===== src/rtl/comma_sync_pkg.sv =====
// comma_sync_pkg: shared types and constants for the comma aligner.
// Optional statistics outputs are enabled by defining COMMA_SYNC_STATS_EN.
package comma_sync_pkg;

    // Alignment state machine encoding
    typedef enum logic [1:0] {
        HUNT    = 2'd0,
        CONFIRM = 2'd1,
        LOCKED  = 2'd2
    } state_t;

    // K28.5 in both running-disparity forms
    localparam logic [9:0] K28_5_RDN = 10'b0011111010;
    localparam logic [9:0] K28_5_RDP = 10'b1100000101;

    // Larger of two integers, used to size the lock/loss counters
    function automatic int max2(input int a, input int b);
        return (a > b) ? a : b;
    endfunction

endpackage


===== src/rtl/comma_sync_if.sv =====
// comma_sync_if: raw word input, aligned symbol output and lock status.
// realign_cnt / comma_err exist only when COMMA_SYNC_STATS_EN is defined.
//
// Handshake: a word is accepted on every rising clock edge where in_valid is 1;
// there is no backpressure. out_valid is 1 for exactly one cycle per accepted
// word, one cycle after acceptance; out_data/out_comma are only meaningful
// while out_valid is 1 and hold their last value otherwise.
interface comma_sync_if
    import comma_sync_pkg::*;
#(
    parameter int W = 10
) ();
    localparam int OW = $clog2(W);

    logic [W-1:0]  in_data;
    logic          in_valid;
    logic [W-1:0]  out_data;
    logic          out_valid;
    logic          out_comma;
    logic [OW-1:0] offset;
    logic          locked;
    logic          slip;
    state_t        dbg_state;
`ifdef COMMA_SYNC_STATS_EN
    logic [15:0]   realign_cnt;
    logic          comma_err;
`endif

`ifdef COMMA_SYNC_STATS_EN
    modport master (
        output in_data, in_valid,
        input  out_data, out_valid, out_comma, offset, locked, slip, dbg_state,
        input  realign_cnt, comma_err
    );
    modport slave (
        input  in_data, in_valid,
        output out_data, out_valid, out_comma, offset, locked, slip, dbg_state,
        output realign_cnt, comma_err
    );
`else
    modport master (
        output in_data, in_valid,
        input  out_data, out_valid, out_comma, offset, locked, slip, dbg_state
    );
    modport slave (
        input  in_data, in_valid,
        output out_data, out_valid, out_comma, offset, locked, slip, dbg_state
    );
`endif

endinterface


===== src/rtl/comma_sync_detect.sv =====
// comma_detect: combinational comma search over a 2W-1 bit window.
// Reports every offset holding a comma, whether exactly one matched, and
// the index of the match. Kept lane-agnostic so several lanes can share it.
module comma_detect
    import comma_sync_pkg::*;
#(
    parameter int           W       = 10,
    parameter logic [W-1:0] COMMA_P = W'(K28_5_RDN),
    parameter logic [W-1:0] COMMA_N = W'(K28_5_RDP)
) (
    input  logic [2*W-2:0]         i_window,
    output logic [W-1:0]           o_match,
    output logic                   o_one_hot,
    output logic [$clog2(W)-1:0]   o_k
);
    localparam int OW = $clog2(W);

    // Compare each of the W candidate slices against both comma forms
    always_comb begin
        o_match = '0;
        for (int i = 0; i < W; i++) begin
            if ((i_window[i +: W] == COMMA_P) || (i_window[i +: W] == COMMA_N)) begin
                o_match[i] = 1'b1;
            end
        end
    end

    // Encode the matching index; only trusted when o_one_hot is set
    always_comb begin
        o_k = '0;
        for (int i = 0; i < W; i++) begin
            if (o_match[i]) begin
                o_k = OW'(i);
            end
        end
    end

    assign o_one_hot = (o_match != '0) && ((o_match & (o_match - 1'b1)) == '0);

endmodule


===== src/rtl/comma_sync.sv =====
// comma_sync: comma-based symbol aligner with hysteresis lock/unlock.
// Optional realign_cnt / comma_err outputs under COMMA_SYNC_STATS_EN.
module comma_sync
    import comma_sync_pkg::*;
#(
    parameter int           W        = 10,
    parameter logic [W-1:0] COMMA_P  = W'(K28_5_RDN),
    parameter logic [W-1:0] COMMA_N  = W'(K28_5_RDP),
    parameter int           LOCK_CNT = 3,
    parameter int           LOSS_CNT = 4
) (
    input  logic        clk,
    input  logic        reset,
    comma_sync_if.slave bus
);
    localparam int OW = $clog2(W);
    localparam int CW = $clog2(max2(LOCK_CNT, LOSS_CNT) + 1);
    localparam logic [CW-1:0] LOCK_C = CW'(LOCK_CNT);
    localparam logic [CW-1:0] LOSS_C = CW'(LOSS_CNT);

    state_t          r_state, w_next_state;
    logic [W-2:0]    r_last;
    logic [OW-1:0]   r_offset, w_offset_nxt;
    logic [CW-1:0]   r_good, w_good_nxt, w_good_inc;
    logic [CW-1:0]   r_bad, w_bad_nxt, w_bad_inc;
    logic            r_slip, w_slip_nxt;
    logic            w_err_nxt;
    logic [W-1:0]    r_out_data;
    logic            r_out_valid, r_out_comma;

    logic [2*W-2:0]  w_window;
    logic [W-1:0]    w_match;
    logic            w_one_hot;
    logic [OW-1:0]   w_k;
    logic            w_comma, w_aligned;
    logic [W-1:0]    w_out_word;

    // Previous word sits above the current one; offset 0 is the raw word
    assign w_window   = {r_last, bus.in_data};
    assign w_out_word = w_window[r_offset +: W];
    assign w_comma    = bus.in_valid && w_one_hot;
    assign w_aligned  = w_match[r_offset];
    assign w_good_inc = r_good + 1'b1;
    assign w_bad_inc  = r_bad + 1'b1;

    comma_detect #(
        .W       (W),
        .COMMA_P (COMMA_P),
        .COMMA_N (COMMA_N)
    ) u_detect (
        .i_window  (w_window),
        .o_match   (w_match),
        .o_one_hot (w_one_hot),
        .o_k       (w_k)
    );

    // State register; only accepted words can move the state
    always_ff @(posedge clk or posedge reset) begin
        if (reset) begin
            r_state <= HUNT;
        end else if (bus.in_valid) begin
            r_state <= w_next_state;
        end
    end

    // Next-state: lock after LOCK_CNT aligned commas, drop after LOSS_CNT misaligned
    always_comb begin
        w_next_state = r_state;
        if (w_comma) begin
            case (r_state)
                HUNT:    w_next_state = (LOCK_CNT == 1) ? LOCKED : CONFIRM;
                CONFIRM: if (w_aligned && (w_good_inc >= LOCK_C)) w_next_state = LOCKED;
                LOCKED:  if (!w_aligned && (w_bad_inc >= LOSS_C)) w_next_state = HUNT;
                default: w_next_state = HUNT;
            endcase
        end
    end

    // Counter, offset and pulse updates driven by the current state
    always_comb begin
        w_offset_nxt = r_offset;
        w_good_nxt   = r_good;
        w_bad_nxt    = r_bad;
        w_slip_nxt   = 1'b0;
        w_err_nxt    = 1'b0;
        if (w_comma) begin
            case (r_state)
                HUNT: begin
                    w_offset_nxt = w_k;
                    w_good_nxt   = CW'(1);
                    w_slip_nxt   = (w_k != r_offset);
                end
                CONFIRM: begin
                    if (w_aligned) begin
                        w_good_nxt = w_good_inc;
                        if (w_good_inc >= LOCK_C) w_bad_nxt = '0;
                    end else begin
                        w_offset_nxt = w_k;
                        w_good_nxt   = CW'(1);
                        w_slip_nxt   = 1'b1;
                    end
                end
                LOCKED: begin
                    if (w_aligned) begin
                        w_bad_nxt = '0;
                    end else begin
                        w_err_nxt = 1'b1;
                        if (w_bad_inc >= LOSS_C) begin
                            w_good_nxt = '0;
                            w_bad_nxt  = '0;
                        end else begin
                            w_bad_nxt = w_bad_inc;
                        end
                    end
                end
                default: ;
            endcase
        end
    end

    // Datapath registers; idle cycles hold all but out_valid and slip
    always_ff @(posedge clk or posedge reset) begin
        if (reset) begin
            r_last      <= '0;
            r_offset    <= '0;
            r_good      <= '0;
            r_bad       <= '0;
            r_slip      <= 1'b0;
            r_out_data  <= '0;
            r_out_valid <= 1'b0;
            r_out_comma <= 1'b0;
        end else begin
            r_out_valid <= bus.in_valid;
            r_slip      <= w_slip_nxt;
            if (bus.in_valid) begin
                r_last      <= bus.in_data[W-2:0];
                r_offset    <= w_offset_nxt;
                r_good      <= w_good_nxt;
                r_bad       <= w_bad_nxt;
                r_out_data  <= w_out_word;
                r_out_comma <= (w_out_word == COMMA_P) || (w_out_word == COMMA_N);
            end
        end
    end

    assign bus.out_data  = r_out_data;
    assign bus.out_valid = r_out_valid;
    assign bus.out_comma = r_out_comma;
    assign bus.offset    = r_offset;
    assign bus.locked    = (r_state == LOCKED);
    assign bus.slip      = r_slip;
    assign bus.dbg_state = r_state;

`ifdef COMMA_SYNC_STATS_EN
    logic [15:0] r_realign_cnt;
    logic        r_comma_err;

    // Saturating count of lock losses plus a pulse per misaligned comma
    always_ff @(posedge clk or posedge reset) begin
        if (reset) begin
            r_realign_cnt <= '0;
            r_comma_err   <= 1'b0;
        end else begin
            r_comma_err <= w_err_nxt;
            if (bus.in_valid && (r_state == LOCKED) && (w_next_state == HUNT)
                && (r_realign_cnt != 16'hFFFF)) begin
                r_realign_cnt <= r_realign_cnt + 16'd1;
            end
        end
    end

    assign bus.realign_cnt = r_realign_cnt;
    assign bus.comma_err   = r_comma_err;
`else
    logic w_err_unused;
    assign w_err_unused = w_err_nxt;
`endif

endmodule


===== src/flat_wrapper.sv =====
// flat-port wrapper written by rule: the top's interface ports become plain ports
module comma_sync_flat import comma_sync_pkg::*;
#(
    parameter int           W        = 10,
    parameter logic [W-1:0] COMMA_P  = W'(K28_5_RDN),
    parameter logic [W-1:0] COMMA_N  = W'(K28_5_RDP),
    parameter int           LOCK_CNT = 3,
    parameter int           LOSS_CNT = 4
)
  (clk, reset, bus_in_data, bus_in_valid, bus_out_data, bus_out_valid, bus_out_comma, bus_offset, bus_locked, bus_slip, bus_dbg_state);
  comma_sync_if #(.W(W)) bus_i ();
  input  logic clk;
  input  logic reset;
  input wire logic [$bits(bus_i.in_data)-1:0] bus_in_data;
  input wire logic [$bits(bus_i.in_valid)-1:0] bus_in_valid;
  output wire logic [$bits(bus_i.out_data)-1:0] bus_out_data;
  output wire logic [$bits(bus_i.out_valid)-1:0] bus_out_valid;
  output wire logic [$bits(bus_i.out_comma)-1:0] bus_out_comma;
  output wire logic [$bits(bus_i.offset)-1:0] bus_offset;
  output wire logic [$bits(bus_i.locked)-1:0] bus_locked;
  output wire logic [$bits(bus_i.slip)-1:0] bus_slip;
  output wire logic [$bits(bus_i.dbg_state)-1:0] bus_dbg_state;
  assign bus_i.in_data = bus_in_data;
  assign bus_i.in_valid = bus_in_valid;
  assign bus_out_data = bus_i.out_data;
  assign bus_out_valid = bus_i.out_valid;
  assign bus_out_comma = bus_i.out_comma;
  assign bus_offset = bus_i.offset;
  assign bus_locked = bus_i.locked;
  assign bus_slip = bus_i.slip;
  assign bus_dbg_state = bus_i.dbg_state;
  comma_sync #(.W(W), .COMMA_P(COMMA_P), .COMMA_N(COMMA_N), .LOCK_CNT(LOCK_CNT), .LOSS_CNT(LOSS_CNT)) u_core (.clk(clk), .reset(reset), .bus(bus_i));
endmodule

===== config.mk =====
export PLATFORM = sky130hd
export DESIGN_NAME = comma_sync_flat
export DESIGN_NICKNAME = d
export VERILOG_FILES = /design/src/rtl/comma_sync_pkg.sv /design/src/rtl/comma_sync_if.sv /design/src/rtl/comma_sync_detect.sv /design/src/rtl/comma_sync.sv /design/src/flat_wrapper.sv
export SDC_FILE = /design/constraint.sdc
export NUM_CORES = 1
export LEC_CHECK = 0
export CORE_UTILIZATION = 45
export CTS_CLUSTER_DIAMETER = 120
export DETAILED_ROUTE_END_ITERATION = 12
export PLACE_DENSITY = 0.69
export REMOVE_ABC_BUFFERS = 1
export SLEW_MARGIN = 20
export SYNTH_ARGS = -nofsm -noshare
export SYNTH_HDL_FRONTEND = slang
export SYNTH_SLANG_ARGS = --single-unit
export TNS_END_PERCENT = 1

===== constraint.sdc =====
create_clock -name clk -period 2.71 [get_ports clk]
set_input_delay 0.542 -clock clk [delete_from_list [all_inputs] [get_ports clk]]
set_output_delay 0.542 -clock clk [all_outputs]
set_load 0.01 [all_outputs]

==> summary.md, run 1 <==
| Metric | Value |
|---|---|
| Die Y | `approximately 84 um` |
| Fin nets | `about 420` |
| Non-filler cells, final | `480` |
| Clock transition at path regs | `roughly 70 ps` |
| R2R Path Start | `u_core.r_last[1]` |
| CP startpoint | `u_core.r_last[1]` |
| Setup ws final | `-33.6 ps` |
| Run status | `complete, but fails checks` |
| P&R area growth vs syn | `42.3%` |
| Clk sinks | `34` |
| Int Pwr | `between 0.9 and 1 mW` |
| Min cycle time layout | `between 2000 and 3000 ps` |
| Global-route wire length before repair | `~14 mm` |
| Headroom to the max-slew limit | `61.9%` |
| All-layer global routing usage | `approximately a quarter` |
| Core area | `0.00639 mm2` |
| PD cells | `around 340 mW/mm2` |
| Number of CTS-inserted buffers | `5` |
| DIE AREA | `about 0.007 mm2` |
| Routability cong. | `roughly 0.96` |
| Hold Path Class | `reg2reg` |
| Util after Layout | `66.8%` |
| Worst Path Arrival | `2920 ps` |
| Final clock skew | `7.10 ps` |
| Synth top area share | `between 20 and 30%` |
| Max clock buf depth | `2` |
| Switch share | `around 31%` |
| Fin crit share | `101%` |
| Placement row count | `29` |
| Critical Path End Type | `flip-flop` |
| Lkg Pwr | `roughly 1.8 nW` |
| Crit Path Max Fanout | `5` |
| CTS Hold Buffers Added | `0` |
| Final max-slew violation count | `0` |
| Largest cells by area after synthesis | `dfrtp_1 (28%), mux4_2 (11%), mux2_2 (6.4%)` |
| Total gr overflow | `0` |
| NetSw | `roughly 0.45 mW` |
| Post-synth top cells | `dfrtp_1 (34), nor2_1 (29), mux2i_1 (19)` |
| Die W | `about 84 um` |
| H-tree levels | `2` |
| EDFF count, synth | `0` |
| Initial antenna violation count | `0` |
| CTS tree | `built` |
| WL/cell | `17.8 um` |
| DRC errors left | `0` |
| CP Launch Type | `flip-flop` |
| Syn_area_per_cell | `around 10 um2` |
| I/O Pins | `33` |
| WHS Path Cells | `2` |
| Port Buffers | `32` |
| Avg Vias per Cell | `5.97` |
| Cell with the most instances after synthesis | `dfrtp_1` |
| Register share of total power | `about two fifths` |
| Number of setup violations in the final report | `7` |
| Worst r2r dst | `u_core.bus.offset[2]` |
| TNS Setup | `-184 ps` |
| Comb power frac | `around 30%` |
| Worst Path Required | `2880 ps` |
| Worst Reg-to-Reg Cells | `9` |
| Fmax | `around 0.36 GHz` |
| ANT cells | `0` |
| Final Hold Viols | `0` |
| Synthesized cell area | `0.00300 mm2` |
| Post-DRT Antenna Nets | `0` |
| Hold_ws | `around 500 ps` |
| Peak VDD IR | `287 uV` |
| Clk Latency, worst-skew pair | `between 200 and 300 ps` |
| Max_cap viols | `0` |
| Post-Route WL | `about 8.5 mm` |
| Synth Register Bits | `34` |
| Largest area contributor in the netlist | `dfrtp_1` |
| Yosys cell types | `59` |
| Syn Inst Count | `~300` |
| Drt pass-1 iters | `5` |
| DP Worst Slack | `-822 ps` |
| Worst reg-to-reg setup slack | `-30 ps` |
| DR iter-0 viols | `208` |
| Share of cells above drive strength 1 | `43.4%` |
| RSZ-0062 raised after global routing | `yes` |
| Clock power frac | `roughly 28%` |
| YS warnings | `0` |
| CP Capture Point | `u_core.bus.offset[2]` |
| Setup CP Type | `reg2reg` |
| Main flop type after synthesis | `dfrtp_1` |
| Vias | `around 2,900` |
| Worst-margin pin slew | `565 ps` |
| Dpl cells | `between 400 and 500` |
| Vias in the first global route | `~2,900` |
| Fraction of registers with async set or reset after synthesis | `100%` |
| Failing checks | `negative setup slack` |
| Pin count of the biggest net entering global routing | `35` |
| Root Driver | `clkbuf_8` |
| Initial Util | `46.9%` |
| Register area share after synthesis | `28.4%` |
| HPWL Detailed | `between 6 and 7 mm` |
==> metrics by stage <==
| stage | instance area (um2) | power, mW |
|---|---|---|
| 2_1_floorplan | 2880 | 0.783 |
| 3_3_place_gp | 3830 | 0.979 |
| 3_5_place_dp | 3830 | 0.989 |
| 4_1_cts | 4080 | 1.43 |
| 5_1_grt | 4260 | 1.52 |
| 6_report | 4260 | 1.45 |
==> state kept, by name, indices dropped and copies added (netlist names) <==
| name | cells |
|---|---|
| u_core.bus.out_data | 10 |
| u_core.bus.out_valid | 1 |
| u_core.r_good | 3 |
| u_core.r_last | 9 |
| u_core.bus.offset | 4 |
| u_core.bus.slip | 1 |
| u_core.bus.out_comma | 1 |
| u_core.r_bad | 3 |
| u_core.bus.dbg_state | 2 |
==> worst max-delay path: stages (launching register included) <==
cell and delay (ps):
dfrtp_2 470, buf_6 150, buf_4 130, and4b_1 180, a21oi_1 300, nand4_1 260, nor3_4 330, xor2_2 140
nor3b_4 320, mux2_4 330
==> per-layer routing <==
metal | GRT usage (%) | vias up | share of wire [%]
met5 | 0 | - | 0
met4 | 7.40 | 0 | 1.3
met3 | 3.36 | 9 | 4.5
met2 | 42.2 | 92 | 49
met1 | 32.1 | 1420 | 45
li1 | - | 1344 | -
==> cells by family after synthesis <==
logic type / Yosys count / synth area share, %
AOI/OAI and AO/OA: 40 / 9.94
and+or+nand+nor: 116 / 24.4
muxes: 57 / 26.3
buffers and inverters: 40 / 6.06
DFF: 34 / 28.4
adders and majority gates: 7 / 2.92
xor gates and xnor gates: 7 / 2.05
==> power groups by stage <==
stage               Combinational [mW]  Clock (mW)  Sequential (mW)
floorplan                        0.165           0            0.618
global placement                 0.372           0            0.606
detailed placement               0.380           0            0.609
CTS                              0.409       0.419            0.599
global route                     0.480       0.437            0.607
finish                           0.441       0.408            0.601
==> cell type report <==
class / count / area, um2
Tap cell: 77 / 96.3
Clock inverter: 2 / 12.5
Sequential cell: 34 / 857
Timing Repair Buffer: 117 / 961
Inverter: 17 / 63.8
Fill cell: 477 / 2120
Clock buffer: 6 / 82.6
Multi-Input combinational cell: 227 / 2190
==> placed cells by master, fill, tap and decap left out, drive strengths merged, types with 3 or more instances in the layout <==
| cell type | Yosys | routed |
|---|---|---|
| buf | 17 | 89 |
| dfrtp | 34 | 34 |
| nor2 | 29 | 29 |
| mux2 | 24 | 24 |
| clkdlybuf4s50 | 0 | 22 |
| mux2i | 19 | 19 |
| inv | 17 | 17 |
| mux4 | 14 | 14 |
| a21oi | 11 | 11 |
| nor4b | 11 | 11 |
| nand4 | 10 | 10 |
| nand2 | 10 | 10 |
| ha | 7 | 7 |
| clkbuf | 6 | 7 |
| nor3 | 7 | 7 |
| nor2b | 6 | 6 |
| o21ai | 6 | 6 |
| nand3b | 5 | 5 |
| nand2b | 5 | 5 |
| nand4b | 4 | 4 |
| nand3 | 4 | 4 |
| xnor2 | 4 | 4 |
| nor4bb | 4 | 4 |
| or4 | 4 | 4 |
| a31oi | 4 | 4 |
| nor3b | 4 | 4 |
| and4b | 3 | 3 |
| dlygate4sd2 | 0 | 3 |
| o41ai | 3 | 3 |
| xor2 | 3 | 3 |
==> timing repair <==
item                                    4_1_cts  5_1_grt
pin swaps                                     9       13
setup buffers                                 9        7
endpoints found under the setup margin       14       10
gates resized for setup                      54       25
==> how the worst min path moves through the flow <==
stage | end | slack [ps] | from
6_report | u_core.bus.out_comma | 510 | u_core.bus.out_comma
2_1_floorplan | u_core.r_bad[1] | 460 | u_core.r_bad[1]
4_1_cts | u_core.bus.out_comma | 500 | u_core.bus.out_comma
3_3_place_gp | u_core.bus.out_comma | 470 | u_core.bus.out_comma
5_1_grt | u_core.bus.out_data[1] | 530 | u_core.bus.out_data[1]
3_5_place_dp | u_core.bus.out_comma | 490 | u_core.bus.out_comma
Note: power is estimated with default switching activity, not from simulation.
==> run 2: changes to the inputs <==
Settings changed: GPL_TIMING_DRIVEN set to 0.
==> summary.md, run 2 (synthesis gave the netlist of run 1 again) <==
| Metric | Value |
|---|---|
| Root Driver | `clkbuf_8` |
| Min cycle time layout | `2800 ps (+60.4 ps)` |
| DP Worst Slack | `-1060 ps (-240 ps)` |
| Worst r2r dst | `u_core.r_bad[0]` |
| R2R Path Start | `u_core.r_last[3]` |
| P&R area growth vs syn | `24.9%` |
| Number of setup violations in the final report | `8 (+1)` |
| Non-filler cells, final | `421 (-12%)` |
| ANT cells | `0 (unchanged)` |
| Post-Route WL | `7.64 mm (-10%)` |
| Vias | `2,647 (-7.6%)` |
| Global-route wire length before repair | `12.7 mm (-8.5%)` |
| Max clock buf depth | `2 (unchanged)` |
| Initial Util | `46.9% (unchanged)` |
| Worst Reg-to-Reg Cells | `8 (-1)` |
| Fmax | `0.357 GHz (-2.2%)` |
| Dpl cells | `387 (-15%)` |
| Worst-margin pin slew | `712 ps (+147 ps)` |
| Final clock skew | `10.8 ps (+3.67 ps)` |
| PD cells | `369 mW/mm2 (+8.7%)` |
| Worst hold start | `u_core.bus.out_comma` |
| Fin crit share | `103% (+2.2 points)` |
| CTS tree | `built` |
| Routability cong. | `0.890 (-7.1%)` |
| Final max-slew violation count | `0 (unchanged)` |
| DIE AREA | `0.00699 mm2 (unchanged)` |
| DR iter-0 viols | `219 (+5.3%)` |
| Commonest non-fill, non-tap cell in the layout | `nor2_1` |
| Total power | `1.38 mW (-4.6%)` |
| WL/cell | `18.1 um (+2.2%)` |
| Failing checks | `negative setup slack` |
| Port Buffers | `32 (unchanged)` |
| HPWL Detailed | `4.90 mm (-20%)` |
| Number of CTS-inserted buffers | `5 (unchanged)` |
| Most frequent cells in the layout | `nor2_1 (29), dfrtp_1 (26), buf_4 (25)` |
| Final Hold Viols | `0 (unchanged)` |
| Fin nets | `363 (-14%)` |
| Register share of total power | `44.3% (+2.8 points)` |
| Peak VDD IR | `304 uV (+6.0%)` |
| Setup CP Type | `reg2reg` |
| Critical Path End Type | `flip-flop` |
| Clk Latency, worst-skew pair | `300 ps (about the same)` |
| Core area | `0.00639 mm2 (unchanged)` |
| Clock transition at path regs | `80 ps (about the same)` |
| CP Launch Type | `flip-flop` |
| Die W | `83.6 um (unchanged)` |
| Clk sinks | `34 (unchanged)` |
| Clock power frac | `29.6% (+1.5 points)` |
| Switch share | `31.1% (+0.11 points)` |
| Vias in the first global route | `2,574 (-11%)` |
| Drt pass-1 iters | `4 (-1)` |
| H-tree levels | `2 (unchanged)` |
| Share of cells above drive strength 1 | `33.7% (-9.7 points)` |
| Lkg Pwr | `1.49 nW (-18%)` |
| All-layer global routing usage | `22.4% (-2.2 points)` |
| DRC errors left | `0 (unchanged)` |
| Placed Area | `0.00329 mm2 (-14%)` |
| Placement row count | `29 (unchanged)` |
| Total gr overflow | `0 (unchanged)` |
| Worst Path Required | `2900 ps (+20 ps)` |
| Avg Vias per Cell | `6.29 (+5.3%)` |
| Run status | `complete, but fails checks` |
| Util after Layout | `58.6% (-8.2 points)` |
| Hold Path Class | `reg2reg` |
| Setup ws final | `-94.0 ps (-60.4 ps)` |
| Headroom to the max-slew limit | `52.5% (-9.4 points)` |
| Worst reg-to-reg setup slack | `-90 ps (-60 ps)` |
| Post-DRT Antenna Nets | `0 (unchanged)` |
| Die Y | `83.6 um (unchanged)` |
| Max FFs per register | `10 (unchanged)` |
| CP Capture Point | `u_core.r_bad[0]` |
| Pin count of the biggest net entering global routing | `35 (unchanged)` |
| NetSw | `0.430 mW (-4.3%)` |
| Crit Path Max Fanout | `4 (-1)` |
| Comb power frac | `26.1% (-4.3 points)` |
| RSZ-0062 raised after global routing | `yes` |
| Int Pwr | `0.952 mW (-4.8%)` |
| CP startpoint | `u_core.r_last[3]` |
| I/O Pins | `33 (unchanged)` |
| TNS Setup | `-482 ps (-298 ps)` |
| Final instance area | `0.00374 mm2 (-12%)` |
| Hold_ws | `491 ps (-14.9 ps)` |
| Max_cap viols | `0 (unchanged)` |
| Worst Path Arrival | `2990 ps (+70 ps)` |
| Initial antenna violation count | `0 (unchanged)` |
-- run 2: cell types whose count changed in the layout (fill, tap and decap cells not counted), sizes merged --
| cell | previous run | this run |
|---|---|---|
| buf | 89 | 33 |
| clkbuf | 7 | 6 |
| dlygate4sd2 | 3 | 2 |
| clkdlybuf4s50 | 22 | 21 |
-- run 2: cell type report --
cell class,count,area (um2)
fill,555,2650
multi-input combinational,227,2120
sequential,34,868
timing repair buffer,58,490
tap,77,96.3
clock buffer,6,82.6
inverter,17,66.3
clock inverter,2,12.5
-- run 2: repair_timing --
item | in CTS | in global routing
gates cloned | 0 | 0
hold buffers | 0 | 0
setup endpoints to repair | 14 | 13
pin swaps | 6 | 8
gates resized for setup | 61 | 18
setup buffers | 17 | 9
-- run 2: metal layers --
layer / GRT usage [%] / vias to the layer above / routed length [um]
met5: 0 / - / 0
met4: 8.17 / 0 / 218
met3: 3.17 / 18 / 447
met2: 36.9 / 99 / 3630
met1: 30.0 / 1306 / 3350
li1: - / 1224 / -
-- run 2: worst min path at each step --
stage,cells past startpoint,slack (ps),end
2_1_floorplan,1,460,u_core.r_bad[1]
3_3_place_gp,2,470,u_core.bus.out_comma
3_5_place_dp,2,470,u_core.bus.out_comma
4_1_cts,2,490,u_core.bus.out_comma
5_1_grt,2,530,u_core.bus.out_comma
6_report,2,490,u_core.bus.out_comma
-- run 2: power by group through the flow --
stage / registers (mW) / clock network [mW] / logic, mW
final: 0.612 / 0.409 / 0.361
after global routing: 0.620 / 0.441 / 0.393
after CTS: 0.611 / 0.421 / 0.332
after detailed placement: 0.628 / 0 / 0.292
after global placement: 0.624 / 0 / 0.286
after floorplan: 0.618 / 0 / 0.165
-- run 2: critical path, stage by stage (launching register included) --
cell and delay (ps):
dfrtp_2 430, or3b_4 420, nor4b_4 320, o41ai_2 90, a2111o_1 430, a31oi_4 250, or2b_1 200, o211a_1 250
mux2_4 310
